<file path="src/rtl/booth_pkg.sv">
// Shared types and helpers for the radix-4 Booth multiplier: FSM states,
// Booth digit encoding, window recode and iteration count.
package booth_pkg;

  typedef enum logic [1:0] {IDLE, RUN, DONE} state_t;

  typedef enum logic [2:0] {ZERO, P1, P2, M1, M2} digit_t;

  function automatic int iter_of(input int width);
    return width / 2 + 1;
  endfunction

  function automatic digit_t recode(input logic [2:0] win);
    digit_t d;
    case (win)
      3'b001, 3'b010: d = P1;
      3'b011:         d = P2;
      3'b100:         d = M2;
      3'b101, 3'b110: d = M1;
      default:        d = ZERO;
    endcase
    return d;
  endfunction

endpackage

</file>
<file path="src/rtl/booth_r4_seq_if.sv">
// Start/done handshake and operand/result bus of the Booth multiplier.
interface booth_r4_seq_if #(parameter int WIDTH = 224);
  logic               start;
  logic               sgn;
  logic [WIDTH-1:0]   a;
  logic [WIDTH-1:0]   b;
  logic               ready;
  logic               busy;
  logic               done;
  logic [2*WIDTH-1:0] c;

  modport master (output start, sgn, a, b, input ready, busy, done, c);
  modport slave  (input start, sgn, a, b, output ready, busy, done, c);
endinterface

</file>
<file path="src/rtl/booth_r4_recode.sv">
// Radix-4 Booth window decode: 3-bit multiplier window to adder controls.
module booth_r4_recode
  import booth_pkg::*;
(
  input  logic [2:0] win,
  output logic       neg,
  output logic       two,
  output logic       zero
);

  digit_t digit;

  always_comb begin
    digit = recode(win);
    neg   = (digit == M1) || (digit == M2);
    two   = (digit == P2) || (digit == M2);
    zero  = (digit == ZERO);
  end

endmodule

</file>
<file path="src/rtl/booth_r4_seq.sv">
// Sequential radix-4 Booth multiplier: two multiplier bits retired per cycle,
// signed or unsigned operands selected per operation.
module booth_r4_seq
  import booth_pkg::*;
#(
  parameter int WIDTH = 224
) (
  input  logic           clk,
  input  logic           rst,
  booth_r4_seq_if.slave  bus
);

  localparam int ITER = iter_of(WIDTH);
  localparam int XW   = WIDTH + 2;
  localparam int AW   = WIDTH + 3;
  localparam int CW   = $clog2(ITER + 1);

  state_t          state, state_nxt;
  logic            accept;
  logic [XW-1:0]   a_ext;
  logic [AW-1:0]   acc;
  logic [AW-1:0]   q;
  logic [CW-1:0]   cnt;
  logic [XW-1:0]   a_in_ext, b_in_ext;
  logic            neg, two, zero;
  logic [AW-1:0]   addend, sum;

  assign a_in_ext = {{2{bus.sgn & bus.a[WIDTH-1]}}, bus.a};
  assign b_in_ext = {{2{bus.sgn & bus.b[WIDTH-1]}}, bus.b};

  booth_r4_recode u_recode (
    .win  (q[2:0]),
    .neg  (neg),
    .two  (two),
    .zero (zero)
  );

  // Subtraction folds into the add as one's complement plus carry-in.
  always_comb begin
    addend = '0;
    if (!zero) addend = two ? {a_ext, 1'b0} : {a_ext[XW-1], a_ext};
    sum = acc + (addend ^ {AW{neg}}) + AW'(neg);
  end

  always_comb begin
    state_nxt = state;
    accept    = 1'b0;
    case (state)
      IDLE: if (bus.start) begin
        accept    = 1'b1;
        state_nxt = RUN;
      end
      RUN:  if (cnt == CW'(1)) state_nxt = DONE;
      DONE: begin
        accept    = bus.start;
        state_nxt = bus.start ? RUN : IDLE;
      end
      default: state_nxt = IDLE;
    endcase
  end

  assign bus.ready = (state == IDLE) || (state == DONE);
  assign bus.busy  = (state == RUN);

  always_ff @(posedge clk or negedge rst) begin
    if (!rst) begin
      state    <= IDLE;
      a_ext    <= '0;
      acc      <= '0;
      q        <= '0;
      cnt      <= '0;
      bus.done <= 1'b0;
      bus.c    <= '0;
    end else begin
      state    <= state_nxt;
      bus.done <= (state == DONE);
      // After ITER shifts the product sits in {acc, q[AW-1:1]}; q[0] is stale.
      if (state == DONE) bus.c <= {acc[WIDTH-3:0], q[AW-1:1]};
      if (accept) begin
        a_ext <= a_in_ext;
        acc   <= '0;
        q     <= {b_in_ext, 1'b0};
        cnt   <= CW'(ITER);
      end else if (state == RUN) begin
        acc <= {{2{sum[AW-1]}}, sum[AW-1:2]};
        q   <= {sum[1:0], q[AW-1:2]};
        cnt <= cnt - CW'(1);
      end
    end
  end

endmodule

</file>
<file path="src/flat_wrapper.sv">
// flat-port wrapper written by rule: the top's interface ports become plain ports
module booth_r4_seq_flat import booth_pkg::*;
#(
  parameter int WIDTH = 224
)
  (clk, rst, bus_start, bus_sgn, bus_a, bus_b, bus_ready, bus_busy, bus_done, bus_c);
  booth_r4_seq_if #(.WIDTH(WIDTH)) bus_i ();
  input  logic clk;
  input  logic rst;
  input wire logic [$bits(bus_i.start)-1:0] bus_start;
  input wire logic [$bits(bus_i.sgn)-1:0] bus_sgn;
  input wire logic [$bits(bus_i.a)-1:0] bus_a;
  input wire logic [$bits(bus_i.b)-1:0] bus_b;
  output wire logic [$bits(bus_i.ready)-1:0] bus_ready;
  output wire logic [$bits(bus_i.busy)-1:0] bus_busy;
  output wire logic [$bits(bus_i.done)-1:0] bus_done;
  output wire logic [$bits(bus_i.c)-1:0] bus_c;
  assign bus_i.start = bus_start;
  assign bus_i.sgn = bus_sgn;
  assign bus_i.a = bus_a;
  assign bus_i.b = bus_b;
  assign bus_ready = bus_i.ready;
  assign bus_busy = bus_i.busy;
  assign bus_done = bus_i.done;
  assign bus_c = bus_i.c;
  booth_r4_seq #(.WIDTH(WIDTH)) u_core (.clk(clk), .rst(rst), .bus(bus_i));
endmodule
</file>
<file path="config.mk">
export PLATFORM = sky130hd
export DESIGN_NAME = booth_r4_seq_flat
export DESIGN_NICKNAME = d
export VERILOG_FILES = /design/src/rtl/booth_pkg.sv /design/src/rtl/booth_r4_seq_if.sv /design/src/rtl/booth_r4_recode.sv /design/src/rtl/booth_r4_seq.sv /design/src/flat_wrapper.sv
export SDC_FILE = /design/constraint.sdc
export NUM_CORES = 2
export LEC_CHECK = 0
export BUFFER_PORTS_ARGS = -buffer_cell sky130_fd_sc_hd__buf_4
export CELL_PAD_IN_SITES_DETAIL_PLACEMENT = 1
export CELL_PAD_IN_SITES_GLOBAL_PLACEMENT = 2
export CORE_UTILIZATION = 35
export CTS_CLUSTER_SIZE = 12
export DETAILED_ROUTE_END_ITERATION = 8
export PLACE_DENSITY = 0.82
export SETUP_SLACK_MARGIN = 0.5
export SLEW_MARGIN = 20
export SYNTH_ARGS = -nofsm -noshare
export SYNTH_HDL_FRONTEND = slang
export SYNTH_SLANG_ARGS = --single-unit
</file>
<file path="constraint.sdc">
create_clock -name clk -period 10.19 [get_ports clk]
set_input_delay 1.5285 -clock clk [delete_from_list [all_inputs] [get_ports clk]]
set_output_delay 1.5285 -clock clk [all_outputs]
set_load 0.1 [all_outputs]
</file>
==> metrics <==
Hold Crit Depth 2; number of synthesized flops with an enable pin 0; max-slew violations 0; vias in the first global route 66,600; Hold Path End u_core.bus.c[360]; Clk Latency, worst-skew pair 0.83 ns; vias post-DR ~64,000; beginning of the worst hold path u_core.bus.c[360]; Cell variety after synth 87; setup_tns 0 ns; Final Core Density 0.426; type of origin of the critical path flop; Multi-input gate area ~35,000 µm²; final hold violation count 0; antenna violations before repair 59; Detail Route Antenna Nets 0; CP Buf/Inv Count 0; Cell Area, Synth approximately 66,000 µm²; Syn Nets 9,105; Synth async-reset ratio 1.00; Chip Width roughly 440 µm; Setup crit end kind flop; CTS root buf clkbuf_16; synth top area cells dfrtp_1 43%, nand2_1 18%, ha_1 5.1%, xnor2_1 4.7%, o21ai_0 3.6%; clk_skew 0.0572 ns; Worst R2R End u_core.acc[216]; Worst-Margin Slew 1.34 ns; Bufs on Longest Clock Path 3; minimum clock period 7.26 ns; max cap viols 0; TritonRoute pass-1 iters 6; LEAKAGE 38.3 nW; mean post-synth cell area 7.86 µm²; CP delay by family, top compound AO/OA/AOI/OAI gates; buffers added on ports 902; largest net degree at the start of global routing 177; Max Fclk 0.138 GHz; I/O pins 903; R2R depth 15; P&R area growth vs syn 20.4%; CTS clk-pin slew, worst paths about 0.06 ns; DR WL/cell approximately 26 µm; Largest stage delay, worst path 1.04 ns; cell taking the most area after synthesis dfrtp_1; worst r2r src u_core.q[2]; Area after DPL between 70,000 and 80,000 µm²; critical path, cell by cell nand2_4 -> o221ai_1 -> ha_1 -> a21o_1 -> a211oi_2 -> o31a_1 -> a21boi_1 -> o311ai_1 -> a31oi_1 -> a211oi_2 -> o31a_1 -> o21ai_0 -> a21o_1 -> nor4b_1 -> or3_1; part of the cycle the worst path needs 0.713; FILL cells roughly 23,000; post-cts resize count 0; Post-Synthesis Cells about 8,400; Max stage delay cell, worst path dfrtp_4; H-tree depth 4; FF+latch count, synth 1,135; crit path launch u_core.q[2]; Final Total Pwr 31.0 mW; CTS tree built; core area ~190,000 µm²; DR iter-0 viols 4,370; hold_buf cts 0; Hold Slack 0.471 ns; crit path kind reg2reg; DRC 0; die footprint 190,000 µm²; Slew HR 0.106; Synth warnings 0; Die Height around 440 µm; flip-flop and latch area between 20,000 and 30,000 µm²; HP Class reg2reg; Synth top area share 0.431; WL final 306,000 µm; WP data required roughly 11 ns; layout cell share with drive strength beyond 1 0.137; Overflow after GRT 0; crit path DAT between 7 and 8 ns; Design Area, Final about 80,000 µm²; RePlAce Congestion 0.998; postcts setup bufs 0; first-pass GRT wire length approximately 450,000 µm; via-per-instance ratio 5.54; detailed placement HPWL 235,000 µm; Max FO, Critical Path 61; register area share after synthesis 0.431; peak supply drop 192 µV; outcome finished clean; PwrDens a little under 400 nW/µm²; fin nets 9,677; unrepaired setup endpoints after global routing false; Total GRT Usage 0.315; Clock Sinks 1,135; r2r setup slk 2.93 ns; Top FF cell, synth dfrtp_1; row count around 160; final setup fails 0; Initial Utilization 0.354; TritonCTS Buffers 137
## flip-flops by register name, summed over array words and instances (netlist names)
register	cells
u_core.a_ext	225
u_core.state	2
u_core.bus.c	448
u_core.acc	225
u_core.bus.done	1
u_core.cnt	7
u_core.q	227
## metal layers
layer | vias up | part of all wire | track usage
met4 | 44 | 0.054 | 0.159
li1 | 29600 | - | -
met2 | 1516 | 0.47 | 0.512
met1 | 32500 | 0.42 | 0.398
met5 | - | 0.00096 | 0
met3 | 512 | 0.052 | 0.0614
## tightest hold or removal path: stages (launching register included)
cell	delay [ns]
dfrtp_1	0.34
nand2_1	0.05
nand2_1	0.05
## Yosys cell counts (67+ instances only)
cell      number
a21o_1       101
a21oi_1      431
a31oi_1      246
clkbuf_1     475
dfrtp_1     1135
ha_1         267
inv_1         93
nand2_1     3214
nand4_1      158
nor2_1       472
nor3_1        67
o21ai_0      469
o21bai_1      81
o221ai_1     231
xnor2_1      353
xor2_1        79
## where the power goes
group | internal [mW] | switching (mW) | leakage, nW
Combinational | 6.08 | 11.5 | 21.9
Sequential | 6.06 | 2.00 | 14.1
Clock | 3.08 | 2.20 | 2.35
Total | 15.2 | 15.7 | 38.3
## cell type report
cell class / count / area share
clock buffer: 189 / 0.0489
clock inverter: 60 / 0.0115
tap: 2480 / 0.0391
antenna: 24 / 0.000757
sequential: 1135 / 0.358
multi-input combinational: 6622 / 0.443
inverter: 94 / 0.00454
timing repair buffer: 967 / 0.0941
## worst max-delay path by stage
stage | depth (start not counted) | slack [ns] | to
after floorplan | 19 | 5.35 | u_core.acc[217]
after global placement | 15 | 2.91 | u_core.acc[216]
after detailed placement | 15 | 2.87 | u_core.acc[216]
after CTS | 15 | 2.84 | u_core.acc[216]
after global routing | 15 | 2.58 | u_core.acc[216]
final | 15 | 2.93 | u_core.acc[216]
## placed cells by master, fill, tap and decap left out, types with 20 or more instances in the layout
cell,netlist,final
o21a_1,47,47
diode_2,0,24
nor2_1,472,470
dfrtp_1,1135,1134
a21boi_0,24,24
clkbuf_8,0,21
a21oi_1,431,431
o221ai_1,231,231
o31ai_1,25,24
a31oi_1,246,246
buf_4,4,950
clkinv_2,0,25
or2_2,20,20
o21ai_0,469,469
clkbuf_16,0,139
a211oi_1,21,21
nor3_1,67,67
xnor2_1,353,352
inv_1,93,92
nand4_1,158,158
clkbuf_1,475,29
nand2_1,3214,3211
nand3_1,49,49
xor2_1,79,79
a21o_1,101,101
o21bai_1,81,81
ha_1,267,267
## cell families after synthesis
| group | synth area share |
|---|---|
| AO/OA/AOI/OAI | 0.172 |
| XOR/XNOR | 0.0574 |
| adder cells (fa/ha/maj) | 0.0511 |
| buffers and inverters | 0.0367 |
| flip-flops | 0.431 |
| multiplexers | 0.000608 |
| AND/OR/NAND/NOR | 0.251 |
## through the flow
stage	setup WS, ns	cells
after floorplan	5.35	8385
after global placement	2.91	11300
after detailed placement	2.87	11300
after CTS	2.84	11500
after global routing	2.58	11600
final	2.93	11600
Note: power is estimated with default switching activity, not from simulation.
